## src/rtl/eld_pkg.sv

```systemverilog
// Shared constants and types for the request debounce stage.
// Latency: n/a (declarations only).
// Backpressure: n/a (no handshake; the consumer samples levels on the changed strobe).
package eld_pkg;

    localparam int NCH                     = 3;
    localparam int CNT_W_DEF               = 16;
    localparam int DEBOUNCE_CYCLES_DEF     = 50000;

    typedef logic [NCH-1:0] req_t;

endpackage

```

## src/rtl/req_debounce3_debounce_ch.sv

```systemverilog
// One debounce channel: 2-flop synchroniser, mismatch counter, stable level.
// Latency: s1 capture at edge k -> stable_o updates at edge k+1+DEBOUNCE_CYCLES.
// Backpressure: none; free-running, upd_o is a combinational "updates this edge" strobe.
//
// Ports:
//   clk      rising-edge clock
//   rst_n    synchronous active-low reset
//   btn_i    raw asynchronous input
//   stable_o registered debounced level
//   upd_o    high in the cycle whose closing edge loads a new stable level
module debounce_ch #(
    parameter int CNT_W           = 16,
    parameter int DEBOUNCE_CYCLES = 50000
) (
    input  logic clk,
    input  logic rst_n,
    input  logic btn_i,
    output logic stable_o,
    output logic upd_o
);

    localparam logic [CNT_W-1:0] CNT_LAST = CNT_W'(DEBOUNCE_CYCLES - 1);

    logic             s1_q;
    logic             s2_q;
    logic             stable_q;
    logic             stable_d;
    logic [CNT_W-1:0] cnt_q;
    logic [CNT_W-1:0] cnt_d;

    // The counter only runs while the synced input disagrees with the
    // stable level; any agreement (a bounce back) restarts it from zero.
    always_comb begin
        cnt_d    = cnt_q;
        stable_d = stable_q;
        upd_o    = 1'b0;
        if (s2_q == stable_q) begin
            cnt_d = '0;
        end else if (cnt_q == CNT_LAST) begin
            stable_d = s2_q;
            cnt_d    = '0;
            upd_o    = 1'b1;
        end else begin
            cnt_d = cnt_q + CNT_W'(1);
        end
    end

    always_ff @(posedge clk) begin
        if (!rst_n) begin
            s1_q     <= 1'b0;
            s2_q     <= 1'b0;
            stable_q <= 1'b0;
            cnt_q    <= '0;
        end else begin
            s1_q     <= btn_i;
            s2_q     <= s1_q;
            stable_q <= stable_d;
            cnt_q    <= cnt_d;
        end
    end

    assign stable_o = stable_q;

endmodule

```

## src/rtl/req_debounce3.sv

```systemverilog
// Three-channel request debouncer feeding the encoder gate; emits a changed strobe.
// Latency: s1 capture at edge k -> a/b/c, changed (and rise) update at edge k+1+DEBOUNCE_CYCLES.
// Backpressure: none; changed is a one-cycle pulse the consumer must sample.
//
// Ports:
//   clk      rising-edge clock
//   rst_n    synchronous active-low reset
//   btn_in   raw async requests, [2]->a, [1]->b, [0]->c
//   a,b,c    registered debounced levels
//   changed  one-cycle pulse coincident with any a/b/c update
//   rise     per-channel 0->1 pulse, only when built with EDGE_PULSE_EN; else 3'b000
module req_debounce3
    import eld_pkg::*;
#(
    parameter int CNT_W           = CNT_W_DEF,
    parameter int DEBOUNCE_CYCLES = DEBOUNCE_CYCLES_DEF
) (
    input  logic           clk,
    input  logic           rst_n,
    input  logic [NCH-1:0] btn_in,
    output logic           a,
    output logic           b,
    output logic           c,
    output logic           changed,
    output logic [NCH-1:0] rise
);

    if (DEBOUNCE_CYCLES < 1 || DEBOUNCE_CYCLES >= (1 << CNT_W)) begin : g_bad_cfg
        $error("req_debounce3: DEBOUNCE_CYCLES must be in 1 .. 2**CNT_W-1");
    end

    req_t stable;
    req_t upd;
    logic changed_q;

    for (genvar i = 0; i < NCH; i++) begin : g_ch
        debounce_ch #(
            .CNT_W          (CNT_W),
            .DEBOUNCE_CYCLES(DEBOUNCE_CYCLES)
        ) u_ch (
            .clk     (clk),
            .rst_n   (rst_n),
            .btn_i   (btn_in[i]),
            .stable_o(stable[i]),
            .upd_o   (upd[i])
        );
    end

    // Registered on the same edge that loads the new levels, so the pulse
    // lines up with the fresh a/b/c values.
    always_ff @(posedge clk) begin
        if (!rst_n) begin
            changed_q <= 1'b0;
        end else begin
            changed_q <= |upd;
        end
    end

`ifdef EDGE_PULSE_EN
    req_t rise_q;

    // A channel that updates while its old level is 0 is going 0->1.
    always_ff @(posedge clk) begin
        if (!rst_n) begin
            rise_q <= '0;
        end else begin
            rise_q <= upd & ~stable;
        end
    end

    assign rise = rise_q;
`else
    assign rise = '0;
`endif

    assign a       = stable[2];
    assign b       = stable[1];
    assign c       = stable[0];
    assign changed = changed_q;

endmodule

```

## config.mk

```make
export PLATFORM = sky130hd
export DESIGN_NAME = req_debounce3
export DESIGN_NICKNAME = d
export VERILOG_FILES = /design/src/rtl/eld_pkg.sv /design/src/rtl/req_debounce3_debounce_ch.sv /design/src/rtl/req_debounce3.sv
export SDC_FILE = /design/constraint.sdc
export NUM_CORES = 1
export LEC_CHECK = 0
export BUFFER_PORTS_ARGS = -buffer_cell sky130_fd_sc_hd__buf_2
export CAP_MARGIN = 20
export CORE_MARGIN = 8
export CORE_UTILIZATION = 60
export CTS_BUF_LIST = sky130_fd_sc_hd__clkbuf_2 sky130_fd_sc_hd__clkbuf_4 sky130_fd_sc_hd__clkbuf_8
export DETAILED_ROUTE_END_ITERATION = 8
export PLACE_DENSITY = 0.78
export SYNTH_ARGS = -nofsm -noshare
export SYNTH_HDL_FRONTEND = slang
export SYNTH_SLANG_ARGS = --single-unit
```

## constraint.sdc

```tcl
create_clock -name clk -period 2.7 [get_ports clk]
set_input_delay 0.54 -clock clk [delete_from_list [all_inputs] [get_ports clk]]
set_output_delay 0.54 -clock clk [all_outputs]
set_load 0.005 [all_outputs]
```

==> results.txt <==
- Shortest clock period the worst path allows after layout: 2.08 ns
- The wire-length estimate of the detail-placed layout is 2900 microns.
* Reg-to-reg setup timing slack: 0.62 ns
* Share of the clock period used by the worst path: 0.769
- Total count of hold-check failures in the final report: 0
- After filler insertion, the fill cell instance count of the layout stands at 329.
- Inserted Diodes: 0
* Longest Clk Path Bufs: 2
- Run status: finished, final reports clean
* Remaining max-slew budget at the tightest pin: 0.616
- The worst setup path is of the reg -> reg kind.
- Ranked by total cell area, the synthesized netlist is headed by sky130_fd_sc_hd__dfxtp_1 46%, sky130_fd_sc_hd__xnor2_1 11%, sky130_fd_sc_hd__nor2_1 7.5%, sky130_fd_sc_hd__xor2_1 4.2%, sky130_fd_sc_hd__nor4_1 3.5%.
* CTS sink cnt: 58
- The die covers 0.00649 sq mm.
* Highest ir drop seen on vdd: 0.512 mV
* Critical path fanouts, max: 15
- Drt total wl: 4210 microns
- After synthesis, the netlist uses 34 different library cells.
- Max-cap violations in this run came to 0.
- Dominant synthesized flop cell: sky130_fd_sc_hd__dfxtp_1
- After detailed routing, the average wire length per cell comes to 12.4 microns.
* Count of standard-cell rows: 23
- Vias in the first global route: 1750
* Final net count: 294
* Crit start category: flop
* Port buffer count: 8
- In this run the post-CTS setup repair buffer count came out at 0.
- Synthesized instance count: 272
- In this run, synthesis inferred 0 flip-flops with an integrated enable.
- The H-tree was split into 3 levels.
* Setup repair after global routing missed its margin: no
* Initial core utilization: 0.625
- Initial antenna violation count: 0
- For this run, global-route usage on met2 was measured as 0.226.
- Routability-driven placement finished with a final weighted congestion of 0.816.
- Buffers inserted during clock tree synthesis total 9.
- In the final layout, the share of cells above drive strength 1 is 0.0931.
* Flip-flop and latch count after synthesis: 58
- Along the worst hold path, the cell count comes to 2.
- The largest individual stage delay along the critical path comes from the cell sky130_fd_sc_hd__or4b_2.
* Tightest Pin Transition: 0.576 ns
- 12 I/O pins were placed.
- Total leakage power: 0.907 nW
- In the global route stage, met3 resource usage came out at 0.0658.
- The largest single stage delay on the critical path is 0.72 ns.
- After detailed routing, the number of remaining DRC violations is 0.
* CP Data Required Time: 2.90 ns
- In this run the remaining antenna-violating nets after routing total 0.
* Detailed Routing Iterations Pass 1: 6
- Worst hold slack: 0.412 ns
- In this run, post-CTS repair resized a total of 0 instances.
- Between clock sinks in the finished design, the worst skew comes to 0.00816 ns.
- Number of failing setup endpoints in the final timing report: 0
- After global routing, the most crowded layer is met2.
- The die is 80.6 microns tall.
* Max Fclk: 481 MHz
* Iter 0 DRT Violations: 91
- CTS placed an instance of sky130_fd_sc_hd__clkbuf_8 at the clock tree root.
- Area of the placeable core: 0.00400 sq mm
- The tightest min-delay check is of the in -> reg type.
- Met1 Resource Use GR: 0.173
- Of the synthesized area, sequential elements account for 0.464.
- Average via count per standard cell: 5.33
* Clock-pin slew reported for the worst setup and hold paths after clock tree synthesis: 0.06 ns
* Bufs and invs on worst path: 0
* Number of logic stages on the critical path including buffering: 4
* Logic depth of the worst register-to-register path: 4
- The floorplan step set the die width to 80.6 microns.
- Total standard cell area after synthesis: 0.00250 sq mm
* CTS hold repair buffers: 0
- Overall Global Routing Usage: 0.149
- The final-report max-slew violation count is 0.
- Yosys top cell by area: sky130_fd_sc_hd__dfxtp_1
- Avg Inst Size Synth: 9.20 sq um
* Overflow left after global routing: 0
- Area growth syn-to-layout: 10.6%
* Later-pin clock latency in the skew report: 0.33 ns
- Clock tree from TritonCTS: done
- Data arrives at the worst endpoint at 2.27 ns.
- Number of warning messages in the yosys log: 0
- For this block, the via count after detailed routing is 1813.
* Sort of element at the end of the critical path: flop
* Proportion of netlist area held by the largest area contributor: 0.464
- Entering global routing, the biggest net connects 17 pins.
- Family of cells with the greatest summed delay on the critical path: simple AND/OR/NAND/NOR gates
- Critical Path, Cell by Cell: or4b_2 -> nor4_4 -> nand2b_1 -> nor2_1
- Sum of negative setup slack: 0 ns
- After synthesis, the share of flip-flops with an asynchronous set or reset is 0.
* Power density relative to cell area: 621 mW/mm^2
- The first global-routing pass estimated 7560 microns of wire.
[cell usage after synthesis (all sizes together), types with 3 or more instances]
| master | number |
|---|---|
| dfxtp | 58 |
| nor2 | 50 |
| xnor2 | 32 |
| nand3 | 16 |
| nor4 | 15 |
| nand2 | 12 |
| nand4 | 12 |
| xor2 | 12 |
| and2 | 10 |
| inv | 8 |
| nor3 | 8 |
| and3 | 6 |
| buf | 5 |
| ha | 3 |
| mux2i | 3 |
| nor2b | 3 |
| or4b | 3 |
[layout by cell type, fill, tap and decap left out, drive strengths merged, types with 2 or more instances in the layout]
cell,count
dfxtp,58
nor2,50
xnor2,32
nand3,16
nor4,15
xor2,12
nand4,12
nand2,12
and2,10
clkbuf,9
inv,8
nor3,8
buf,8
and3,6
mux2i,3
nor2b,3
ha,3
conb,3
clkinv,3
or4b,3
nand4b,2
nor4bb,2
o21ai,2
bufinv,2
or4,2
[flip-flops by register name, summed over array words and instances, names as in the netlist]
signal / count
g_ch.u_ch.cnt_q: 48
g_ch.u_ch.s1_q: 3
g_ch.u_ch.s2_q: 3
g_ch.u_ch.stable_o: 3
changed: 1
[final timing paths]
path	endpoint	start
worst max-delay path	g_ch[1].u_ch.cnt_q[14]$_SDFF_PP0_	g_ch[1].u_ch.cnt_q[11]$_SDFF_PP0_
worst min register to register	g_ch[0].u_ch.s2_q$_SDFF_PN0_	g_ch[0].u_ch.s1_q$_SDFF_PN0_
worst max register to register	g_ch[1].u_ch.cnt_q[14]$_SDFF_PP0_	g_ch[1].u_ch.cnt_q[11]$_SDFF_PP0_
worst min-delay path	g_ch[0].u_ch.s1_q$_SDFF_PN0_	btn_in[0]
[worst register-to-register path: stages, from the launching register on]
cell,delay (ns)
sky130_fd_sc_hd__dfxtp_1,0.35
sky130_fd_sc_hd__or4b_2,0.72
sky130_fd_sc_hd__nor4_4,0.24
sky130_fd_sc_hd__nand2b_1,0.52
sky130_fd_sc_hd__nor2_1,0.12
[cells by family after synthesis]
family | count (synthesis) | synth area share
xor+xnor | 44 | 0.154
mux | 3 | 0.0120
flops | 58 | 0.464
buf+inv | 15 | 0.0330
fa+ha+maj | 3 | 0.0150
simple gates | 144 | 0.310
other cells | 1 | 0.00150
compound gates | 4 | 0.0100
[routing by layer]
layer	share of wire	vias to the layer above	wire length (microns)
met4	0.019	0	78
met5	0	-	0
met2	0.47	20	1960
li1	-	952	-
met3	0.036	8	150
met1	0.48	833	2010
[per-stage QoR]
step | area, sq um | power, mW | setup WS, ns | std cells | util
4_1_cts | 2770 | 1.74 | 0.607 | 340 | 0.691
3_3_place_gp | 2560 | 0.902 | 0.734 | 325 | 0.640
6_report | 2770 | 1.72 | 0.623 | 340 | 0.691
5_1_grt | 2770 | 1.78 | 0.487 | 340 | 0.691
2_1_floorplan | 2510 | 0.901 | 0.914 | 274 | -
3_5_place_dp | 2560 | 0.903 | 0.638 | 325 | 0.640
[cell type report]
cell class / instances / area [sq um] / share of cell area
clock buffer: 9 / 124 / 0.0448
tap: 50 / 62.6 / 0.0226
inverter: 8 / 30.0 / 0.0109
timing repair buffer: 8 / 40.0 / 0.0145
clock inverter: 6 / 82.6 / 0.0299
multi-input combinational: 201 / 1260 / 0.457
sequential: 58 / 1160 / 0.420
[power breakdown]
part / internal [mW] / switching (mW) / total, mW
registers: 0.861 / 0.00290 / 0.864
clock network: 0.508 / 0.323 / 0.831
logic: 0.00726 / 0.0129 / 0.0201
Note: power is estimated with default switching activity, not from simulation.
